### src/rtl/seg7_pkg.sv
// Shared segment codes (active-high, SEG[6]=a .. SEG[0]=g) and the polarity helper
// used by the 7-segment display blocks.
package seg7_pkg;
  localparam logic [6:0] SEG_0   = 7'b1111110;
  localparam logic [6:0] SEG_1   = 7'b0110000;
  localparam logic [6:0] SEG_2   = 7'b1101101;
  localparam logic [6:0] SEG_3   = 7'b1111001;
  localparam logic [6:0] SEG_4   = 7'b0110011;
  localparam logic [6:0] SEG_5   = 7'b1011011;
  localparam logic [6:0] SEG_6   = 7'b1011111;
  localparam logic [6:0] SEG_7   = 7'b1110000;
  localparam logic [6:0] SEG_8   = 7'b1111111;
  localparam logic [6:0] SEG_9   = 7'b1111011;
  localparam logic [6:0] SEG_OFF = 7'b0000000;

  // Common-anode boards drive everything active-low.
  function automatic logic [6:0] apply_pol(input logic [6:0] seg, input bit ca);
    return ca ? ~seg : seg;
  endfunction
endpackage

### src/rtl/seg7_decode.sv
// BCD digit to active-high a..g pattern; non-decimal codes render as blank.
module seg7_decode
  import seg7_pkg::*;
(
  input  logic [3:0] bcd,
  output logic [6:0] seg
);
  always_comb begin
    seg = SEG_OFF;
    case (bcd)
      4'd0:    seg = SEG_0;
      4'd1:    seg = SEG_1;
      4'd2:    seg = SEG_2;
      4'd3:    seg = SEG_3;
      4'd4:    seg = SEG_4;
      4'd5:    seg = SEG_5;
      4'd6:    seg = SEG_6;
      4'd7:    seg = SEG_7;
      4'd8:    seg = SEG_8;
      4'd9:    seg = SEG_9;
      default: seg = SEG_OFF;
    endcase
  end
endmodule

### src/rtl/seg7_scan_driver.sv
// Time-multiplexed NDIG-digit 7-segment driver: double-buffered digits, programmable
// scan rate, leading-zero blanking, blink and selectable output polarity.
module seg7_scan_driver
  import seg7_pkg::*;
#(
  parameter int NDIG         = 2,
  parameter int SCAN_DIV     = 50000,
  parameter int BLINK_FRAMES = 64,
  parameter bit COMMON_ANODE = 1'b0
) (
  input  logic              CLK,
  input  logic              RST,
  input  logic [4*NDIG-1:0] D,
  input  logic              LD,
  input  logic              BLANK_LZ,
  input  logic              BLINK,
  output logic [6:0]        SEG,
  output logic [NDIG-1:0]   AN,
  output logic              FRAME
);
  localparam int PW = $clog2(SCAN_DIV);
  localparam int IW = (NDIG > 1) ? $clog2(NDIG) : 1;
  localparam int FW = $clog2(2 * BLINK_FRAMES);
  localparam logic [PW-1:0] P_LAST = PW'(SCAN_DIV - 1);
  localparam logic [IW-1:0] I_LAST = IW'(NDIG - 1);
  localparam logic [FW-1:0] F_LAST = FW'(2 * BLINK_FRAMES - 1);
  localparam logic [FW-1:0] F_HALF = FW'(BLINK_FRAMES);

  logic [PW-1:0]     pcnt;
  logic [IW-1:0]     idx;
  logic [FW-1:0]     fcnt;
  logic [4*NDIG-1:0] shadow, active;
  logic [3:0]        cur;
  logic [6:0]        pat;
  logic [NDIG-1:0]   an_sel;
  logic              zero_hi, blank_lz, blink_off, slot_end, frame_end;

  assign slot_end  = (pcnt == P_LAST);
  assign frame_end = slot_end && (idx == I_LAST);
  assign blink_off = BLINK && (fcnt >= F_HALF);

  // Walk from the most significant digit down so zero_hi means "this digit and all above are 0".
  always_comb begin
    cur      = 4'd0;
    blank_lz = 1'b0;
    an_sel   = '0;
    zero_hi  = 1'b1;
    for (int k = NDIG - 1; k >= 0; k--) begin
      zero_hi = zero_hi && (active[4*k +: 4] == 4'd0);
      if (IW'(k) == idx) begin
        cur       = active[4*k +: 4];
        blank_lz  = BLANK_LZ && (k != 0) && zero_hi;
        an_sel[k] = 1'b1;
      end
    end
  end

  seg7_decode u_dec (.bcd(cur), .seg(pat));

  always_ff @(posedge CLK or posedge RST) begin
    if (RST) begin
      pcnt   <= '0;
      idx    <= '0;
      fcnt   <= '0;
      shadow <= '0;
      active <= '0;
      SEG    <= apply_pol(SEG_OFF, COMMON_ANODE);
      AN     <= {NDIG{COMMON_ANODE}};
      FRAME  <= 1'b0;
    end else begin
      if (LD) shadow <= D;
      FRAME <= frame_end;
      // pcnt==0 is a dead cycle with no enable, hiding segment transitions between digits.
      AN    <= (((pcnt == '0) || blink_off) ? '0 : an_sel) ^ {NDIG{COMMON_ANODE}};
      SEG   <= apply_pol((blank_lz || blink_off) ? SEG_OFF : pat, COMMON_ANODE);
      if (slot_end) begin
        pcnt <= '0;
        if (idx == I_LAST) begin
          idx    <= '0;
          active <= shadow;
          fcnt   <= (fcnt == F_LAST) ? '0 : fcnt + 1'b1;
        end else begin
          idx <= idx + 1'b1;
        end
      end else begin
        pcnt <= pcnt + 1'b1;
      end
    end
  end
endmodule

### config.mk
export PLATFORM = sky130hd
export DESIGN_NAME = seg7_scan_driver
export DESIGN_NICKNAME = d
export VERILOG_FILES = /design/src/rtl/seg7_pkg.sv /design/src/rtl/seg7_decode.sv /design/src/rtl/seg7_scan_driver.sv
export SDC_FILE = /design/constraint.sdc
export NUM_CORES = 1
export LEC_CHECK = 0
export CAP_MARGIN = 25
export CORE_UTILIZATION = 30
export CTS_CLUSTER_SIZE = 30
export DETAILED_ROUTE_END_ITERATION = 8
export GPL_TIMING_DRIVEN = 1
export HOLD_SLACK_MARGIN = 0.03
export SLEW_MARGIN = 20
export SYNTH_ARGS = -nofsm -noshare
export SYNTH_HDL_FRONTEND = slang
export SYNTH_SLANG_ARGS = --single-unit
### constraint.sdc
create_clock -name CLK -period 4.3 [get_ports CLK]
set_clock_uncertainty 0.15 [all_clocks]
set_input_delay 0.645 -clock CLK [delete_from_list [all_inputs] [get_ports CLK]]
set_output_delay 0.645 -clock CLK [all_outputs]
set_load 0.005 [all_outputs]
== Word level (Yosys, flattened, before mapping) ==
Memory sizes are Yosys's and may differ from the RTL's.
Cells that the tools add are included.

* Bitwise gates (word level): 0
* $add $sub $neg: 3
* Magnitude comparators: 1
* Divide/modulo/power cells: 0
* Reduce and logical (&&, ||, !) cells: 8
* Muxes and demuxes: 9
* Shifts and indexed selects: 0
* Multiply operators: 0
* Eq/ne operators: 2

{| class="wikitable"
|+ Operators with widths
! operator !! count
|-
| 16-bit by 1-bit adder with 16-bit output, second input constant || 1
|-
| 16-bit equality test, second input constant || 1
|-
| 16-bit zero test || 1
|-
| 16-bit two-way mux || 1
|-
| 7-bit two-way mux || 2
|-
| 7-bit by 1-bit adder with 7-bit output, second input constant || 1
|-
| 7-bit equality test, second input constant || 1
|-
| 7-bit greater-or-equal comparator, second input constant || 1
|-
| 4-bit zero test || 1
|-
| 1-bit two-way mux || 4
|-
| 4-bit two-way mux || 1
|-
| 1-bit logical AND || 3
|-
| 1-bit logical OR || 2
|-
| 2-bit two-way mux || 1
|-
| 2-bit AND reduction || 1
|-
| 1-bit adder, second input constant || 1
|}

* Bits in latches: 0
* Bits in writable memories: 0
* Input bits: 13
* Output and inout port bits: 10
* Memories: 1
* Logic and storage cells: 32
* Register bits after elaboration: 50
* Memory bits (read-only): 112

{| class="wikitable"
|+ Memories
! name !! depth !! width !! read ports !! clocked after memory_dff !! write ports !! RTL line !! text
|-
| (name not given) || 16 || 7 || 1 || 0 || 0 || seg7_decode.sv:10 || <nowiki>case (bcd)</nowiki>
|}

== Longest topological paths before layout ==
* Word-level depth: 5
* Gate-level depth with buffers: 7

== Hierarchy ==
From an unflattened synthesis, not the netlist that was laid out.

* Cells, all modules: 223
* Area, all modules: 2392.3 um^2

{| class="wikitable"
|+ By module, submodules not included
! module !! cells an instance !! instances !! sequential area each (um^2) !! area each (um^2)
|-
| seg7_scan_driver || 195 || 1 || 1251.2 || 2173.3
|-
| seg7_decode || 28 || 1 || 0.0 || 219.0
|}

== Worst setup path before layout ==
OpenSTA, ideal clock, no wires.

* Path type: reg-to-reg
* Start point: register pcnt[11]
* End point: register fcnt[5]
* Data arrival time: 1.903 ns
* Stages on the path, launching flop included: 6
* Setup time: 0.137 ns
* Slack: 2.110 ns
* Path through: dfrtp_1 > or4_4 > or4_1 > buf_2 > o41ai_1 > o31ai_1

* Longest elaborated chain between the ends: 2

{| class="wikitable"
|+ RTL lines
! element !! RTL line !! text
|-
| from (decl) || seg7_scan_driver.sv:29 || <nowiki>logic [PW-1:0] pcnt;</nowiki>
|-
| from (signal assigned) || seg7_scan_driver.sv:86 || <nowiki>pcnt <= pcnt + 1'b1;</nowiki>
|-
| 16-bit equality test || seg7_scan_driver.sv:38 || <nowiki>assign slot_end = (pcnt == P_LAST);</nowiki>
|-
| 2-bit AND reduction (no source line) || - ||
|-
| to (signal assigned) || seg7_scan_driver.sv:81 || <nowiki>fcnt <= (fcnt == F_LAST) ? '0 : fcnt + 1'b1;</nowiki>
|-
| to (decl) || seg7_scan_driver.sv:31 || <nowiki>logic [FW-1:0] fcnt;</nowiki>
|}

No other way between the ends.
A chain may end at the register's enable or synchronous reset.

== Worst setup path in the final report ==
* Start point: register pcnt[0]
* End point: register fcnt[0]

Same word-level chain as after synthesis.

==> flow_summary_export.csv <==
group,metric,value,unit
run_status,outcome,"completed",
power,combPwrFrac,0.040,
yosys,syn_area_per_cell,11.7,sq um
clock_network,cts_sinks,50,
yosys,syn-cell-area,2360,sq um
grt,grt_max_degree,36,
job,drv_cap,0,
yosys,synthArstFlopShare,1.00,
timing,fin_crit,2.46,ns
power,peakVddDrop,129,uV
clock_network,cts_hold_buffers,0,
power,switching_share,0.216,
timing,setup_viol,0,
cells_and_area,final_layout_size_suffix_gt1_frac,0.155,
yosys,ys_seq_area_frac,0.531,
power,switchingPower,0.000172,W
cells_and_area,nFillCells,731,
die,die_h,90.6,um
worst_hold_path,hold_path_class,"reg2reg",
setup_path,critPathMaxFanout,7,
cells_and_area,syn2layout_area_growth,18.4,%
clock_network,cts_buffers,5,
timing,final.setup.tns,0,ns
timing,hold_violations,0,
yosys,synth_top_cells_by_count,"50 x dfrtp_1, 19 x mux2_2, 15 x nand2_1, 12 x nand3_1, 11 x nor2_1",
timing,maxSlewViolCount,0,
setup_path,arrival,2.50,ns
grt,antenna_found_initial,0,
place,hpwl,3.10,mm
power,clock_power_share,0.356,
yosys,ys_types,37,
timing,fmax,406,MHz
power,power.share.sequential,0.604,
routing,wl_met1,2.14,mm
power,power.leakage,1.20,nW
clock_network,root_buffer,"clkbuf_8",
yosys,yosysMostFrequentCell,"dfrtp_1",
die,io-pin-count,23,
cells_and_area,seq_area,1250,sq um
power,p_int,0.000625,W
routing,wl_per_cell,13.1,um
setup_path,required,4.34,ns
clock_network,clock_latency,0.30,ns
grt,grt_usage,0.117,
routing,dr_wl_met2,1.85,mm
die,num_rows,31,
yosys,synth_top_cell_by_area,"dfrtp_1",
grt,grt_overflow,0,
place,gp_congestion,0.786,
die,coreArea,7410,sq um
timing,rsz0062_at_grt,"no",
setup_path,crit_path_start_kind,"flip-flop",
yosys,netlist.area_leader.share,0.531,
timing,post-route-period-util,0.573,
setup_path,worstSetupEndpointType,"flip-flop",
cells_and_area,multiInputGateArea,1060,sq um
yosys,ys_ff_latch,50,
routing,drt_iter0_markers,66,
routing,drc,0,
clock_network,clock_path_buffers,2,
routing,drtAntennaViolNets,0,
clock_network,post_cts_buffers,0,
place,io_buffer_count,22,
clock_network,h-tree-depth,2,
timing,max_slew_margin,0.544,
routing,maxUsedRoutingLayer,"met4",
routing,met3_length,176,um
grt,grt_pass1_vias,1598,
yosys,yosys_warnings,0,
yosys,yosys-top-cells-area,"dfrtp_1 53%, mux2_2 9.1%, ha_1 4.2%",
power,p_per_area,286,nW/um^2
routing,vias,1564,
setup_path,crit_type,"reg2reg",
die,dieArea,8210,sq um
yosys,netlist_instances,201,
cells_and_area,fin_nets,246,
die,floorplan.initialDensity,0.318,
cells_and_area,n_antenna_cell,0,
clock_network,post_cts_resized,0,
yosys,synth_ff_type,"dfrtp_1",
grt,grt_first_pass_wirelength,7.61,mm
die,die_x,90.6,um
routing,avgViaCountPerCell,4.81,
cells_and_area,fin_util,0.376,
yosys,synth_edf_count,0,
timing,tightest_slew,0.665,ns
routing,routed_wl,4.25,mm
clock_network,clk_pin_slew,0.09,ns
routing,drt-pass1-iter-count,4,
clock_network,cts_tree,"built",
yosys,synth_fp_nets,222,
metal layers:
layer | track usage | up-vias
met5 | 0 | -
met4 | 0.0632 | 0
met3 | 0.0269 | 6
met2 | 0.174 | 51
met1 | 0.158 | 734
li1 | - | 773
critical path, stage by stage (launching register included):
cell,delay (ns)
dfrtp_1,0.41
ha_1,0.21
nand3_1,0.23
or3_1,0.62
nor3_1,0.38
mux2_1,0.35
flip-flops by register name, indices dropped and copies added (netlist names):
signal and flops:
fcnt 7, idx 1, SEG 7, pcnt 16, AN 2, shadow 8, active 8, FRAME 1
final timing paths:
check,from,end,slack [ns],depth (start not counted)
setup / recovery,pcnt[0],fcnt[0],1.84,5
hold / removal,pcnt[0],pcnt[0],0.36,1
setup reg to reg,pcnt[0],fcnt[0],1.84,5
hold reg to reg,pcnt[0],pcnt[0],0.36,1
max in group asynchronous,RST,fcnt[6],3.02,3
min in group asynchronous,RST,pcnt[2],0.48,2
power groups by stage:
stage	Combinational, W	Clock [W]	Sequential [W]
after detailed placement	0.0000329	0	0.000491
after CTS	0.0000331	0.000295	0.000482
final	0.0000316	0.000283	0.000481
after global routing	0.0000361	0.000319	0.000483
after global placement	0.0000303	0	0.000491
after floorplan	0.0000160	0	0.000489
cell families (layout without fill, tap and decap cells):
family,count (synthesis),count (layout),synth area share
flops,50,50,0.531
fa+ha+maj,8,8,0.0425
compound gates,25,25,0.0648
simple gates,66,66,0.168
buf+inv,12,37,0.0207
xor+xnor,15,15,0.0558
mux,25,25,0.117
stage by stage:
step	area [sq um]	cells	power [W]	setup slack, ns	hold WS (ns)
after floorplan	2360	201	0.000505	2.11	0.318
after global placement	2670	316	0.000521	1.91	0.333
after detailed placement	2690	317	0.000524	1.88	0.350
after CTS	2790	325	0.000810	1.86	0.363
after global routing	2790	325	0.000838	1.69	0.393
final	2790	325	0.000797	1.84	0.358
final cells by class:
cell class / count / share of cell area
Clock buffer: 6 / 0.0296
Timing Repair Buffer: 23 / 0.0861
Clock inverter: 2 / 0.00449
Sequential cell: 50 / 0.449
Multi-Input combinational cell: 139 / 0.379
Tap cell: 99 / 0.0444
Inverter: 6 / 0.00808
cell usage in the layout (no fill, tap or decap), types with 2 or more instances in the layout:
cell type        synthesis  layout
clkbuf_8                 0       6
a31oi_1                  3       3
o31ai_1                  3       3
and3_1                   2       2
o21ai_1                  2       2
dfrtp_1                 50      50
clkdlybuf4s50_1          0      22
nand4_1                  2       2
or4_1                    3       3
ha_1                     8       8
nand3_1                 12      12
nor3_1                   4       4
nor4_4                   2       2
xnor2_1                 10      10
and4_1                   4       4
nor2b_1                  2       2
o41ai_1                  3       3
nand2_1                 15      15
a21oi_1                  8       8
o21ai_0                  4       4
mux2i_1                  5       5
xor2_1                   5       5
mux2_2                  19      19
inv_1                    6       5
nor2_1                  11      11
No activity file was read; power rests on OpenSTA's default activity.
